## src/rtl/presence_filter.sv

```systemverilog
`timescale 1ns/1ps
`default_nettype none
// ============================================================================
//  Module      : presence_filter
//  Description : Debounces the per-frame result levels of an HC-SR04 ranging
//                controller into a presence signal. Applies hit/miss
//                hysteresis, flags runs of error frames, watches for frames
//                that stop arriving and optionally counts presence events.
//
//  Ports       : clk             - single clock, rising edge
//                rst_n           - asynchronous active-low reset
//                trig_i          - controller trigger (same clock domain)
//                det_i           - controller object_detected level
//                err_i           - controller timeout_error level
//                clr_count_i     - synchronous clear of the event counter
//                presence_o      - debounced presence
//                present_pulse_o - 1-cycle pulse when presence asserts
//                sample_valid_o  - 1-cycle pulse per accepted frame
//                fault_o         - error run reached ERR_LIMIT
//                stale_o         - no frame seen for STALE_MS
//                event_count_o   - saturating presence event count
//
//  Build macro : PRESENCE_EVENT_CNT_EN - when defined, the event counter and
//                clr_count_i are implemented; otherwise event_count_o is 0.
//
//  Revision    : 1.0 - initial release
// ============================================================================
module presence_filter #(
    parameter int CLOCK_FREQ = 50_000_000,
    parameter int ON_COUNT   = 3,
    parameter int OFF_COUNT  = 5,
    parameter int ERR_LIMIT  = 4,
    parameter int STALE_MS   = 200,
    parameter int CNT_W      = 16
) (
    input  logic             clk,
    input  logic             rst_n,
    input  logic             trig_i,
    input  logic             det_i,
    input  logic             err_i,
    input  logic             clr_count_i,
    output logic             presence_o,
    output logic             present_pulse_o,
    output logic             sample_valid_o,
    output logic             fault_o,
    output logic             stale_o,
    output logic [CNT_W-1:0] event_count_o
);

    localparam logic [31:0] c_STALE_CYCLES = 32'((CLOCK_FREQ / 1000) * STALE_MS);

    localparam int c_HW = $clog2(ON_COUNT + 1);
    localparam int c_MW = $clog2(OFF_COUNT + 1);
    localparam int c_EW = $clog2(ERR_LIMIT + 1);

    localparam logic [c_HW-1:0] c_ON_COUNT  = c_HW'(ON_COUNT);
    localparam logic [c_MW-1:0] c_OFF_COUNT = c_MW'(OFF_COUNT);
    localparam logic [c_EW-1:0] c_ERR_LIMIT = c_EW'(ERR_LIMIT);

    localparam logic [1:0] c_ST_ARM     = 2'd0;
    localparam logic [1:0] c_ST_ABSENT  = 2'd1;
    localparam logic [1:0] c_ST_PRESENT = 2'd2;

    // Input capture
    logic trig_q;
    logic det_d1_q, det_d2_q;
    logic err_d1_q, err_d2_q;

    // Filter state
    logic [1:0]      state_q,    state_d;
    logic [c_HW-1:0] hit_cnt_q,  hit_cnt_d;
    logic [c_MW-1:0] miss_cnt_q, miss_cnt_d;
    logic [c_EW-1:0] err_cnt_q,  err_cnt_d;
    logic            presence_q, presence_d;
    logic            pulse_q,    pulse_d;
    logic            valid_q,    valid_d;
    logic            fault_q,    fault_d;
    logic            stale_q,    stale_d;
    logic [31:0]     wd_q,       wd_d;

    logic        w_edge;
    logic [31:0] w_wd_inc;
    logic        w_stale_fire;
    logic        w_pres_rise;

    assign w_edge   = trig_i & ~trig_q;
    assign w_wd_inc = (wd_q == 32'hFFFF_FFFF) ? wd_q : wd_q + 32'd1;
    // Fires only on the cycle the watchdog first arrives at the threshold;
    // once past it the counter keeps saturating without re-triggering.
    // A frame edge in the same cycle takes precedence.
    assign w_stale_fire = ~w_edge && (wd_q != c_STALE_CYCLES) && (w_wd_inc == c_STALE_CYCLES);

    // The controller drops its result one cycle before raising trigger, so
    // the frame's result is the value seen two cycles before the edge.
    always_ff @(posedge clk or negedge rst_n) begin
        if (!rst_n) begin
            trig_q   <= 1'b0;
            det_d1_q <= 1'b0;
            det_d2_q <= 1'b0;
            err_d1_q <= 1'b0;
            err_d2_q <= 1'b0;
        end else begin
            trig_q   <= trig_i;
            det_d1_q <= det_i;
            det_d2_q <= det_d1_q;
            err_d1_q <= err_i;
            err_d2_q <= err_d1_q;
        end
    end

    always_comb begin
        state_d     = state_q;
        hit_cnt_d   = hit_cnt_q;
        miss_cnt_d  = miss_cnt_q;
        err_cnt_d   = err_cnt_q;
        presence_d  = presence_q;
        pulse_d     = 1'b0;
        valid_d     = 1'b0;
        fault_d     = fault_q;
        stale_d     = stale_q;
        wd_d        = w_edge ? 32'd0 : w_wd_inc;
        w_pres_rise = 1'b0;

        if (w_edge) begin
            stale_d = 1'b0;
            if (state_q == c_ST_ARM) begin
                // First frame after reset may be partial: discard it.
                state_d = c_ST_ABSENT;
            end else begin
                valid_d = 1'b1;
                if (err_d2_q) begin
                    // Error frames freeze hysteresis and only extend the run.
                    if (err_cnt_q != c_ERR_LIMIT) begin
                        err_cnt_d = err_cnt_q + c_EW'(1);
                    end
                    fault_d = (err_cnt_d == c_ERR_LIMIT);
                end else begin
                    err_cnt_d = '0;
                    fault_d   = 1'b0;
                    if (state_q == c_ST_ABSENT) begin
                        if (det_d2_q) begin
                            if (hit_cnt_q + c_HW'(1) == c_ON_COUNT) begin
                                state_d     = c_ST_PRESENT;
                                presence_d  = 1'b1;
                                pulse_d     = 1'b1;
                                w_pres_rise = 1'b1;
                                hit_cnt_d   = '0;
                            end else begin
                                hit_cnt_d = hit_cnt_q + c_HW'(1);
                            end
                        end else begin
                            hit_cnt_d = '0;
                        end
                    end else if (state_q == c_ST_PRESENT) begin
                        if (!det_d2_q) begin
                            if (miss_cnt_q + c_MW'(1) == c_OFF_COUNT) begin
                                state_d    = c_ST_ABSENT;
                                presence_d = 1'b0;
                                miss_cnt_d = '0;
                            end else begin
                                miss_cnt_d = miss_cnt_q + c_MW'(1);
                            end
                        end else begin
                            miss_cnt_d = '0;
                        end
                    end else begin
                        // Unreachable encoding: fall back to a safe state.
                        state_d    = c_ST_ABSENT;
                        presence_d = 1'b0;
                        hit_cnt_d  = '0;
                        miss_cnt_d = '0;
                    end
                end
            end
        end else if (w_stale_fire) begin
            // Frames stopped arriving: drop presence, keep the fault flag.
            stale_d    = 1'b1;
            presence_d = 1'b0;
            state_d    = c_ST_ABSENT;
            hit_cnt_d  = '0;
            miss_cnt_d = '0;
            err_cnt_d  = '0;
        end
    end

    always_ff @(posedge clk or negedge rst_n) begin
        if (!rst_n) begin
            state_q    <= c_ST_ARM;
            hit_cnt_q  <= '0;
            miss_cnt_q <= '0;
            err_cnt_q  <= '0;
            presence_q <= 1'b0;
            pulse_q    <= 1'b0;
            valid_q    <= 1'b0;
            fault_q    <= 1'b0;
            stale_q    <= 1'b0;
            wd_q       <= 32'd0;
        end else begin
            state_q    <= state_d;
            hit_cnt_q  <= hit_cnt_d;
            miss_cnt_q <= miss_cnt_d;
            err_cnt_q  <= err_cnt_d;
            presence_q <= presence_d;
            pulse_q    <= pulse_d;
            valid_q    <= valid_d;
            fault_q    <= fault_d;
            stale_q    <= stale_d;
            wd_q       <= wd_d;
        end
    end

    assign presence_o      = presence_q;
    assign present_pulse_o = pulse_q;
    assign sample_valid_o  = valid_q;
    assign fault_o         = fault_q;
    assign stale_o         = stale_q;

`ifdef PRESENCE_EVENT_CNT_EN
    logic [CNT_W-1:0] evt_cnt_q;

    // Clear has priority over a simultaneous increment.
    always_ff @(posedge clk or negedge rst_n) begin
        if (!rst_n) begin
            evt_cnt_q <= '0;
        end else if (clr_count_i) begin
            evt_cnt_q <= '0;
        end else if (w_pres_rise && (evt_cnt_q != {CNT_W{1'b1}})) begin
            evt_cnt_q <= evt_cnt_q + CNT_W'(1);
        end
    end

    assign event_count_o = evt_cnt_q;
`else
    logic w_unused;

    assign w_unused      = clr_count_i & w_pres_rise;
    assign event_count_o = '0;
`endif

endmodule

`default_nettype wire

```

## config.mk

```make
export PLATFORM = sky130hd
export DESIGN_NAME = presence_filter
export DESIGN_NICKNAME = d
export VERILOG_FILES = /design/src/rtl/presence_filter.sv
export SDC_FILE = /design/constraint.sdc
export NUM_CORES = 1
export LEC_CHECK = 0
export BUFFER_PORTS_ARGS = -buffer_cell sky130_fd_sc_hd__buf_2
export CAP_MARGIN = 20
export CORE_UTILIZATION = 30
export DETAILED_ROUTE_END_ITERATION = 16
export HOLD_SLACK_MARGIN = 0.06
export MAX_ROUTING_LAYER = met4
export PLACE_DENSITY = 0.48
export SYNTH_ARGS = -nofsm -noshare
export SYNTH_HDL_FRONTEND = slang
export SYNTH_SLANG_ARGS = --single-unit
```

## constraint.sdc

```tcl
create_clock -name clk -period 9.5 [get_ports clk]
set_clock_uncertainty 0.05 [all_clocks]
set_input_delay 1.9 -clock clk [delete_from_list [all_inputs] [get_ports clk]]
set_output_delay 1.9 -clock clk [all_outputs]
set_load 0.02 [all_outputs]
```

==> results of run 1 <==
worst min path at each step:
| stage | endpoint | cells past startpoint |
|---|---|---|
| floorplan | det_d2_q$_DFF_PN0_ | 0 |
| global placement | det_d2_q$_DFF_PN0_ | 0 |
| detailed placement | det_d2_q$_DFF_PN0_ | 0 |
| CTS | det_d2_q$_DFF_PN0_ | 0 |
| global route | det_d2_q$_DFF_PN0_ | 0 |
| finish | det_d2_q$_DFF_PN0_ | 0 |
worst max-delay path: stages (launching register included):
cell and delay [ps]:
dfrtp_1 450, ha_1 330, nand3_1 170, nor4_1 840
a41oi_1 260, xnor2_1 200, a2111oi_0 390, nand4_1 300
nor3_4 500, o22ai_1 160
kinds of logic (layout without fill, tap and decap cells):
group / Yosys count / count (layout)
and+or+nand+nor: 187 / 187
AOI/OAI and AO/OA: 71 / 71
buffers and inverters: 61 / 39
DFF: 52 / 52
xor gates and xnor gates: 26 / 26
adders and majority gates: 6 / 6
muxes: 3 / 3
other: 1 / 16
stage by stage:
| step | power [W] | setup WS, ps |
|---|---|---|
| after floorplan | 0.000317 | 6080 |
| after global placement | 0.000329 | 5540 |
| after detailed placement | 0.000330 | 5530 |
| after CTS | 0.000524 | 5690 |
| after global routing | 0.000545 | 5340 |
| final | 0.000516 | 5710 |
layer usage:
metal,up-vias,part of all wire [%],track usage (%)
li1,1420,-,-
met1,1423,49,21.6
met2,72,45,24.3
met3,9,4.7,2.79
met4,0,1.5,4.76
met5,-,0,-
synth_stat cells (5+ instances only):
cell       n
and2_1     5
a21oi_1   13
nand2_1   40
buf_2      8
xor2_1    12
dfrtp_1   52
ha_1       6
nor4_1    10
inv_1     18
xnor2_1   14
and3_1     8
o21ai_0   14
buf_4     19
o22ai_1    7
nand3_1   15
nor3_1    16
nor2_1    43
or3_1      5
clkbuf_1  15
nand4_1   15
a31oi_1    5
state kept, by name, summed over array words and instances, names as in the netlist, 2 cells and up:
register    cells
miss_cnt_q      3
state_q         2
err_cnt_q       3
hit_cnt_q       2
wd_q           32
power groups by stage:
stage / clock network, W / logic (W) / registers (W)
global route: 0.000206 / 0.0000796 / 0.000260
floorplan: 0 / 0.0000698 / 0.000247
finish: 0.000190 / 0.0000697 / 0.000257
global placement: 0 / 0.0000686 / 0.000260
detailed placement: 0 / 0.0000699 / 0.000260
CTS: 0.000198 / 0.0000705 / 0.000256
cell type report:
type	count	area share (%)
inverters	18	1.84
well taps	140	4.77
repair buffers	13	2.04
flip-flops and latches	52	35.4
multi-input cells	309	51.9
clock buffers	5	3.40
clock inverters	3	0.681
==> flow_metrics.py, run 1 <==
metrics = {
    "run_status": {
        "outcome": "finished, final reports clean",
    },
    "logic_synthesis": {
        "synth_top_area_share_pct": 37.7,
        "yosys.area_share.simple_pct": 29.7,
        "synthFlopType": "dfrtp_1",
        "seq_area_frac_synth_pct": 37.7,
        "yosysWarnings": 0,
        "synth_area_sq_um": 3450,
        "synth_cell_types": 59,
        "avgSynthCellArea_sq_um": 8.48,
        "synth_top_family_by_area": "simple AND/OR/NAND/NOR gates",
        "synth_fa_ha_area_share_pct": 2.17,
        "ys_top_cells_by_area": "dfrtp_1, nor2_1, nand2_1",
        "ys_async_sr_fraction_pct": 100,
        "ys_ff_latch": 52,
        "synth_xor_area_share_pct": 6.59,
        "synth_compound_area_share_pct": 13.8,
        "synthCells": 407,
        "yosysTopAreaCell": "dfrtp_1",
        "synth.area.mux_share_pct": 0.870,
        "synth_edf_count": 0,
    },
    "power_and_ir_drop": {
        "p_leak_nw": 1.50,
        "p_int_w": 0.000360,
        "peakVddDrop_uv": 75.9,
        "powerDensity_nw_per_um2": 141,
        "p_sw_share_pct": 30.4,
        "p_clk_share_pct": 36.8,
        "p_switching_w": 0.000157,
        "pwr-share-seq_pct": 49.7,
        "combPwrFrac_pct": 13.5,
    },
    "detailed_routing": {
        "wl_per_cell_microns": 15.8,
        "vias": 2924,
        "wirelength_microns": 8550,
        "drc_errors": 0,
        "antenna_left": 0,
        "drt-initial-drc-count": 175,
        "vias_per_cell": 5.41,
        "first_pass_iters": 4,
    },
    "die": {
        "core_area_sq_um": 11000,
        "die_x_microns": 109,
        "row_count": 38,
        "boundaryPins": 27,
        "dieArea_sq_um": 11900,
        "die_h_microns": 109,
        "initial_core_util_pct": 31.3,
    },
    "final_layout": {
        "final_layout_size_suffix_gt1_share_pct": 8.50,
        "final_cell_mix": "dfrtp_1, nor2_1, nand2_1",
        "num-fill-cells": 1206,
        "fin_area_sq_um": 3670,
        "syn_to_final_growth_pct": 6.41,
        "final_common_cell": "dfrtp_1",
        "multi_input_area_sq_um": 1910,
        "utilization_pct": 33.3,
        "num-nets-final": 411,
        "final-seq-area_sq_um": 1300,
        "fin_cells": 540,
        "num_antenna_cells": 0,
    },
    "grt": {
        "grt_pass1_vias": 2831,
        "grt-ovfl-total": 0,
        "grt_max_degree": 53,
        "grt_pass1_wl_microns": 14300,
        "grt_usage_pct": 15.9,
        "grt_antenna_before_repair": 0,
    },
    "critical_path": {
        "path_max_fanout": 10,
        "r2r_start": "wd_q[1]$_DFF_PN0_",
        "worstSetupEndpointType": "flip-flop",
        "worstSetupEndpoint": "miss_cnt_q[2]$_DFFE_PN0P_",
        "start_kind": "flip-flop",
        "reg2reg_slack_ps": 5710,
        "cp.arrival_ps": 3920,
        "r2r_end": "miss_cnt_q[2]$_DFFE_PN0P_",
        "crit_type": "reg -> reg",
        "startpoint": "wd_q[1]$_DFF_PN0_",
        "ff2ff_path_depth": 9,
        "cp.required_ps": 9620,
    },
    "cts": {
        "cts.clk_slew.worst_paths_ps": 80,
        "cts_tree": "done",
        "insertion_delay_ps": 300,
        "ctsResizeCount": 0,
        "cts_setup_buffers": 0,
        "clockBufferDepth": 2,
        "cts-root-buf": "clkbuf_16",
        "hold_buffers": 0,
        "cts.sinks": 52,
        "h-tree-depth": 2,
        "numCtsBuffers": 5,
    },
    "place": {
        "place_congestion": 0.867,
        "placed_cell_area_sq_um": 3520,
        "hpwlAfterDp_microns": 5940,
        "place_inst": 532,
        "port_buffers": 9,
    },
    "timing": {
        "finalSetupTns_ps": 0,
        "fin_crit_ps": 3790,
        "worst_pin_slew_ps": 986,
        "hold_slack_ps": 309,
        "rsz0062_at_grt": "false",
        "fmaxAchievable_mhz": 264,
        "slew_headroom_pct": 33.6,
        "setup_viol": 0,
        "hold_violations": 0,
        "period_share_pct": 39.9,
        "final-max-slew-violation-count": 0,
    },
    "worst_hold_path": {
        "hp-start": "det_d1_q$_DFF_PN0_",
        "hold_class": "reg -> reg",
    },
    "run": {
        "drv_cap": 0,
    },
}
Power figures use the tool's default switching activity.
==> inputs of run 2 (changes only) <==
- clock period: 9.5 -> 3.9 ns (I/O delays scaled with it)
==> flow_metrics.py, run 2 (same netlist as run 1, synthesis figures left out) <==
metrics = {
    "run_status": {
        "outcome": "finished, final reports clean",
    },
    "place": {
        "place_inst": 541,
        "place_congestion": 0.844,
        "port_buffers": 9,
        "hpwlAfterDp_microns": 6310,
    },
    "critical_path": {
        "slowest_stage": "or4_1",
        "cp.required_ps": 4030,
        "cp.depth": 10,
        "critPathBufInv": 1,
        "crit_type": "reg -> reg",
        "crit_chain": "ha_1 > nand3_1 > or4_1 > nor4_2 > o22ai_1 > a2111oi_2 > nand4b_2 > nor3_4 > buf_4 > o22ai_1",
        "cp.arrival_ps": 3600,
        "worstSetupEndpointType": "flip-flop",
        "path_common_cell": "o22ai_1",
        "cp_top_family": "simple AND/OR/NAND/NOR gates",
        "path_max_fanout": 10,
        "ff2ff_path_depth": 10,
        "start_kind": "flip-flop",
        "max_stage_delay_ps": 760,
    },
    "timing": {
        "slew_headroom_pct": 37.2,
        "hold_slack_ps": 303,
        "hold_violations": 0,
        "worst_pin_slew_ps": 934,
        "setup_viol": 0,
        "final-max-slew-violation-count": 0,
        "period_share_pct": 88.9,
        "finalSetupTns_ps": 0,
        "rsz0062_at_grt": "false",
        "fin_crit_ps": 3470,
        "fmaxAchievable_mhz": 288,
    },
    "cts": {
        "cts_setup_buffers": 0,
        "cts-root-buf": "clkbuf_16",
        "ctsResizeCount": 0,
        "cts.clk_slew.worst_paths_ps": 80,
        "h-tree-depth": 2,
        "cts_tree": "done",
        "hold_buffers": 0,
        "clockBufferDepth": 2,
        "numCtsBuffers": 5,
        "cts.sinks": 52,
        "insertion_delay_ps": 300,
    },
    "final_layout": {
        "reg_top3": "wd_q: 32 flops, err_cnt_q: 3 flops, miss_cnt_q: 3 flops",
        "final_common_cell": "dfrtp_1",
        "syn_to_final_growth_pct": 8.30,
        "final_cell_mix": "dfrtp_1, nor2_1, nand2_1",
        "fin_cells": 549,
        "num_antenna_cells": 0,
        "top_register": "wd_q",
        "final_layout_size_suffix_gt1_share_pct": 10.5,
        "num-nets-final": 420,
        "largest_reg_flops": 32,
        "num-fill-cells": 1173,
    },
    "detailed_routing": {
        "wirelength_microns": 8780,
        "drt-initial-drc-count": 196,
        "vias": 2956,
        "antenna_left": 0,
        "first_pass_iters": 4,
        "wl_per_cell_microns": 16.0,
        "drc_errors": 0,
        "vias_per_cell": 5.38,
    },
    "worst_hold_path": {
        "min_delay_path_depth": 0,
        "hold_class": "reg -> reg",
    },
    "grt": {
        "grt_pass1_vias": 2820,
        "grt_usage_pct": 16.3,
        "grt_max_degree": 38,
        "grt-ovfl-total": 0,
        "grt_antenna_before_repair": 0,
        "grt_pass1_wl_microns": 14700,
    },
    "die": {
        "row_count": 38,
        "core_area_sq_um": 11000,
        "initial_core_util_pct": 31.3,
        "dieArea_sq_um": 11900,
        "boundaryPins": 27,
        "die_h_microns": 109,
        "die_x_microns": 109,
    },
    "power_and_ir_drop": {
        "peakVddDrop_uv": 168,
        "powerDensity_nw_per_um2": 337,
        "p_leak_nw": 1.55,
    },
    "run": {
        "drv_cap": 0,
    },
}
run 2: cell count changes in the layout (fill, tap and decap cells not counted), sizes merged:
| cell | delta |
|---|---|
| buf | +9 |
| clkinv | +2 |
| clkinvlp | -1 |
| inv | -1 |
run 2: layout make-up:
cell class	count	area (sq um)	area share, %
timing repair buffer	22	143	3.81
multi-input combinational	309	1910	51.0
tap	140	175	4.68
inverter	18	67.6	1.81
clock inverter	3	22.5	0.602
sequential	52	1300	34.8
clock buffer	5	125	3.35
run 2: power by group:
group          internal, W  switching, W  leakage (nW)  total (W)
Clock             0.000241      0.000212        0.0742   0.000453
Sequential        0.000569     0.0000458         0.700   0.000615
Combinational    0.0000724      0.000120         0.778   0.000193
Total             0.000882      0.000378          1.55    0.00126
run 2: per-stage QoR:
step	util, %	setup slack, ps	cell area (sq um)	total power (W)
after CTS	33.9	397	3740	0.00128
after floorplan	-	848	3510	0.000773
after global placement	32.6	456	3590	0.000813
after detailed placement	32.6	415	3590	0.000816
after global routing	33.9	113	3740	0.00133
final	33.9	432	3740	0.00126
run 2: path summary, 6_finish.rpt:
| check | end | slack [ps] | from |
|---|---|---|---|
| max in group asynchronous | wd_q[24]$_DFF_PN0_ | 2510 | rst_n |
| hold reg to reg | err_d2_q$_DFF_PN0_ | 300 | err_d1_q$_DFF_PN0_ |
| setup reg to reg | miss_cnt_q[2]$_DFFE_PN0P_ | 430 | wd_q[1]$_DFF_PN0_ |
| min in group asynchronous | wd_q[13]$_DFF_PN0_ | 540 | rst_n |
| setup / recovery | miss_cnt_q[2]$_DFFE_PN0P_ | 430 | wd_q[1]$_DFF_PN0_ |
| hold / removal | err_d2_q$_DFF_PN0_ | 300 | err_d1_q$_DFF_PN0_ |
run 2: routing by layer:
layer	vias up	GRT usage (%)	share of wire, %
li1	1440	-	-
met1	1442	23.0	50
met2	67	24.1	45
met3	7	3.20	4.4
met4	0	3.52	0.77
met5	-	-	0
==> inputs of run 3 (changes only) <==
--- a/config.mk
+++ b/config.mk
@@ -8,3 +8,2 @@
 export BUFFER_PORTS_ARGS = -buffer_cell sky130_fd_sc_hd__buf_2
-export CAP_MARGIN = 20
 export CORE_UTILIZATION = 30
==> constraint.sdc (replaced) <==
create_clock -name clk -period 3.9 [get_ports clk]
set_clock_uncertainty 0.05 [all_clocks]
set_input_delay 0.585 -clock clk [delete_from_list [all_inputs] [get_ports clk]]
set_output_delay 0.585 -clock clk [all_outputs]
set_load 0.02 [all_outputs]
==> flow_metrics.py, run 3 (same netlist as run 1, synthesis figures left out) <==
metrics = {
    "timing": {
        "rsz0062_at_grt": "false",
        "period_share_pct": 88.2,
        "final-max-slew-violation-count": 0,
        "hold_violations": 0,
        "slew_headroom_pct": 43.9,
        "layout_setup_ws_ps": 460,
        "finalSetupTns_ps": 0,
        "setup_viol": 0,
        "fin_crit_ps": 3440,
        "fmaxAchievable_mhz": 291,
        "worst_pin_slew_ps": 833,
    },
    "final_layout": {
        "num-nets-final": 419,
        "final_cell_mix": "dfrtp_1, nor2_1, nand2_1",
        "reg_top3": "wd_q: 32 flops, err_cnt_q: 3 flops, miss_cnt_q: 3 flops",
        "top_register": "wd_q",
        "largest_reg_flops": 32,
        "syn_to_final_growth_pct": 8.12,
        "final-seq-area_sq_um": 1300,
        "fin_cells": 548,
        "num-fill-cells": 1195,
        "final_common_cell": "dfrtp_1",
        "final_layout_size_suffix_gt1_share_pct": 10.3,
        "fin_area_sq_um": 3730,
        "num_antenna_cells": 0,
        "multi_input_area_sq_um": 1910,
    },
    "critical_path": {
        "cp.arrival_ps": 3570,
        "cp.required_ps": 4030,
        "start_kind": "flip-flop",
        "ff2ff_path_depth": 10,
        "r2r_end": "miss_cnt_q[2]$_DFFE_PN0P_",
        "r2r_start": "wd_q[1]$_DFF_PN0_",
        "reg2reg_slack_ps": 460,
        "worstSetupEndpointType": "flip-flop",
        "path_max_fanout": 10,
        "crit_type": "reg -> reg",
        "startpoint": "wd_q[1]$_DFF_PN0_",
    },
    "grt": {
        "grt_pass1_vias": 2747,
        "grt_usage_pct": 16.3,
        "grt_max_degree": 31,
        "grt_antenna_before_repair": 0,
        "grt_pass1_wl_microns": 14600,
        "grt-ovfl-total": 0,
    },
    "die": {
        "dieArea_sq_um": 11900,
        "initial_core_util_pct": 31.3,
        "die_h_microns": 109,
        "boundaryPins": 27,
        "core_area_sq_um": 11000,
        "die_x_microns": 109,
        "row_count": 38,
    },
    "detailed_routing": {
        "drt-initial-drc-count": 240,
        "vias": 2933,
        "wl_per_cell_microns": 15.7,
        "drc_errors": 0,
        "vias_per_cell": 5.35,
        "antenna_left": 0,
        "first_pass_iters": 4,
        "wirelength_microns": 8610,
    },
    "place": {
        "pre_cts_slack_ps": 291,
        "hpwlAfterDp_microns": 6210,
        "place_inst": 540,
        "port_buffers": 9,
        "placed_cell_area_sq_um": 3580,
        "place_congestion": 0.872,
    },
    "cts": {
        "cts_setup_buffers": 0,
        "numCtsBuffers": 5,
        "cts-root-buf": "clkbuf_16",
        "cts_tree": "done",
        "ctsResizeCount": 0,
        "clockBufferDepth": 2,
        "hold_buffers": 0,
        "cts.sinks": 52,
        "cts.clk_slew.worst_paths_ps": 70,
        "h-tree-depth": 2,
        "insertion_delay_ps": 290,
    },
    "run_status": {
        "outcome": "finished, final reports clean",
    },
    "power_and_ir_drop": {
        "p_leak_nw": 1.54,
        "peakVddDrop_uv": 186,
        "p_total_w": 0.00124,
        "powerDensity_nw_per_um2": 333,
    },
    "run": {
        "drv_cap": 0,
    },
    "worst_hold_path": {
        "hold_class": "in -> async",
    },
}
[run 3: cell types whose count changed in the layout (fill, tap and decap cells not counted)]
cell,previous run,this run
clkinvlp_4,0,1
clkbuf_1,0,1
or4_1,3,2
inv_6,1,0
buf_4,13,12
clkinv_2,1,0
or4_4,0,1
[run 3: per-stage QoR]
step	utilization, %	hold WS (ps)
after CTS	33.8	302
after global routing	33.8	313
final	33.8	294
after floorplan	-	239
after global placement	32.5	285
after detailed placement	32.5	285
[run 3: cell type report]
type	count	share of cell area [%]
sequential	52	34.9
inverter	18	1.81
multi-input combinational	309	51.1
clock buffer	6	3.45
tap	140	4.69
timing repair buffer	21	3.62
clock inverter	2	0.436
[run 3: how the worst max path moves through the flow]
stage                                           end  cells past startpoint
after floorplan           miss_cnt_q[1]$_DFFE_PN0P_                     10
after global placement    miss_cnt_q[2]$_DFFE_PN0P_                     10
after detailed placement  miss_cnt_q[2]$_DFFE_PN0P_                     10
after CTS                 miss_cnt_q[2]$_DFFE_PN0P_                     10
after global routing      miss_cnt_q[2]$_DFFE_PN0P_                     10
final                     miss_cnt_q[2]$_DFFE_PN0P_                     10
[run 3: routing by layer]
| metal | global-route usage, % | wire (microns) | vias to the layer above | share of wire [%] |
|---|---|---|---|---|
| met5 | - | 0 | - | 0 |
| met4 | 4.29 | 102 | 0 | 1.2 |
| met3 | 2.90 | 504 | 11 | 5.9 |
| met2 | 23.5 | 3910 | 74 | 45 |
| li1 | - | - | 1434 | - |
| met1 | 23.3 | 4090 | 1414 | 47 |
[run 3: critical path: stages, from the launching register on]
cell	delay (ps)
dfrtp_1	440
ha_1	350
nand3_1	180
or4_4	650
nor4_2	350
o22ai_1	170
a2111oi_2	410
nand4b_2	220
nor3_4	190
buf_4	210
o22ai_1	100
[run 3: power breakdown]
part / leakage (nW) / switching, W / total (W) / internal [W]
Combinational: 0.775 / 0.000115 / 0.000185 / 0.0000694
Sequential: 0.700 / 0.0000460 / 0.000615 / 0.000569
Clock: 0.0671 / 0.000205 / 0.000444 / 0.000240
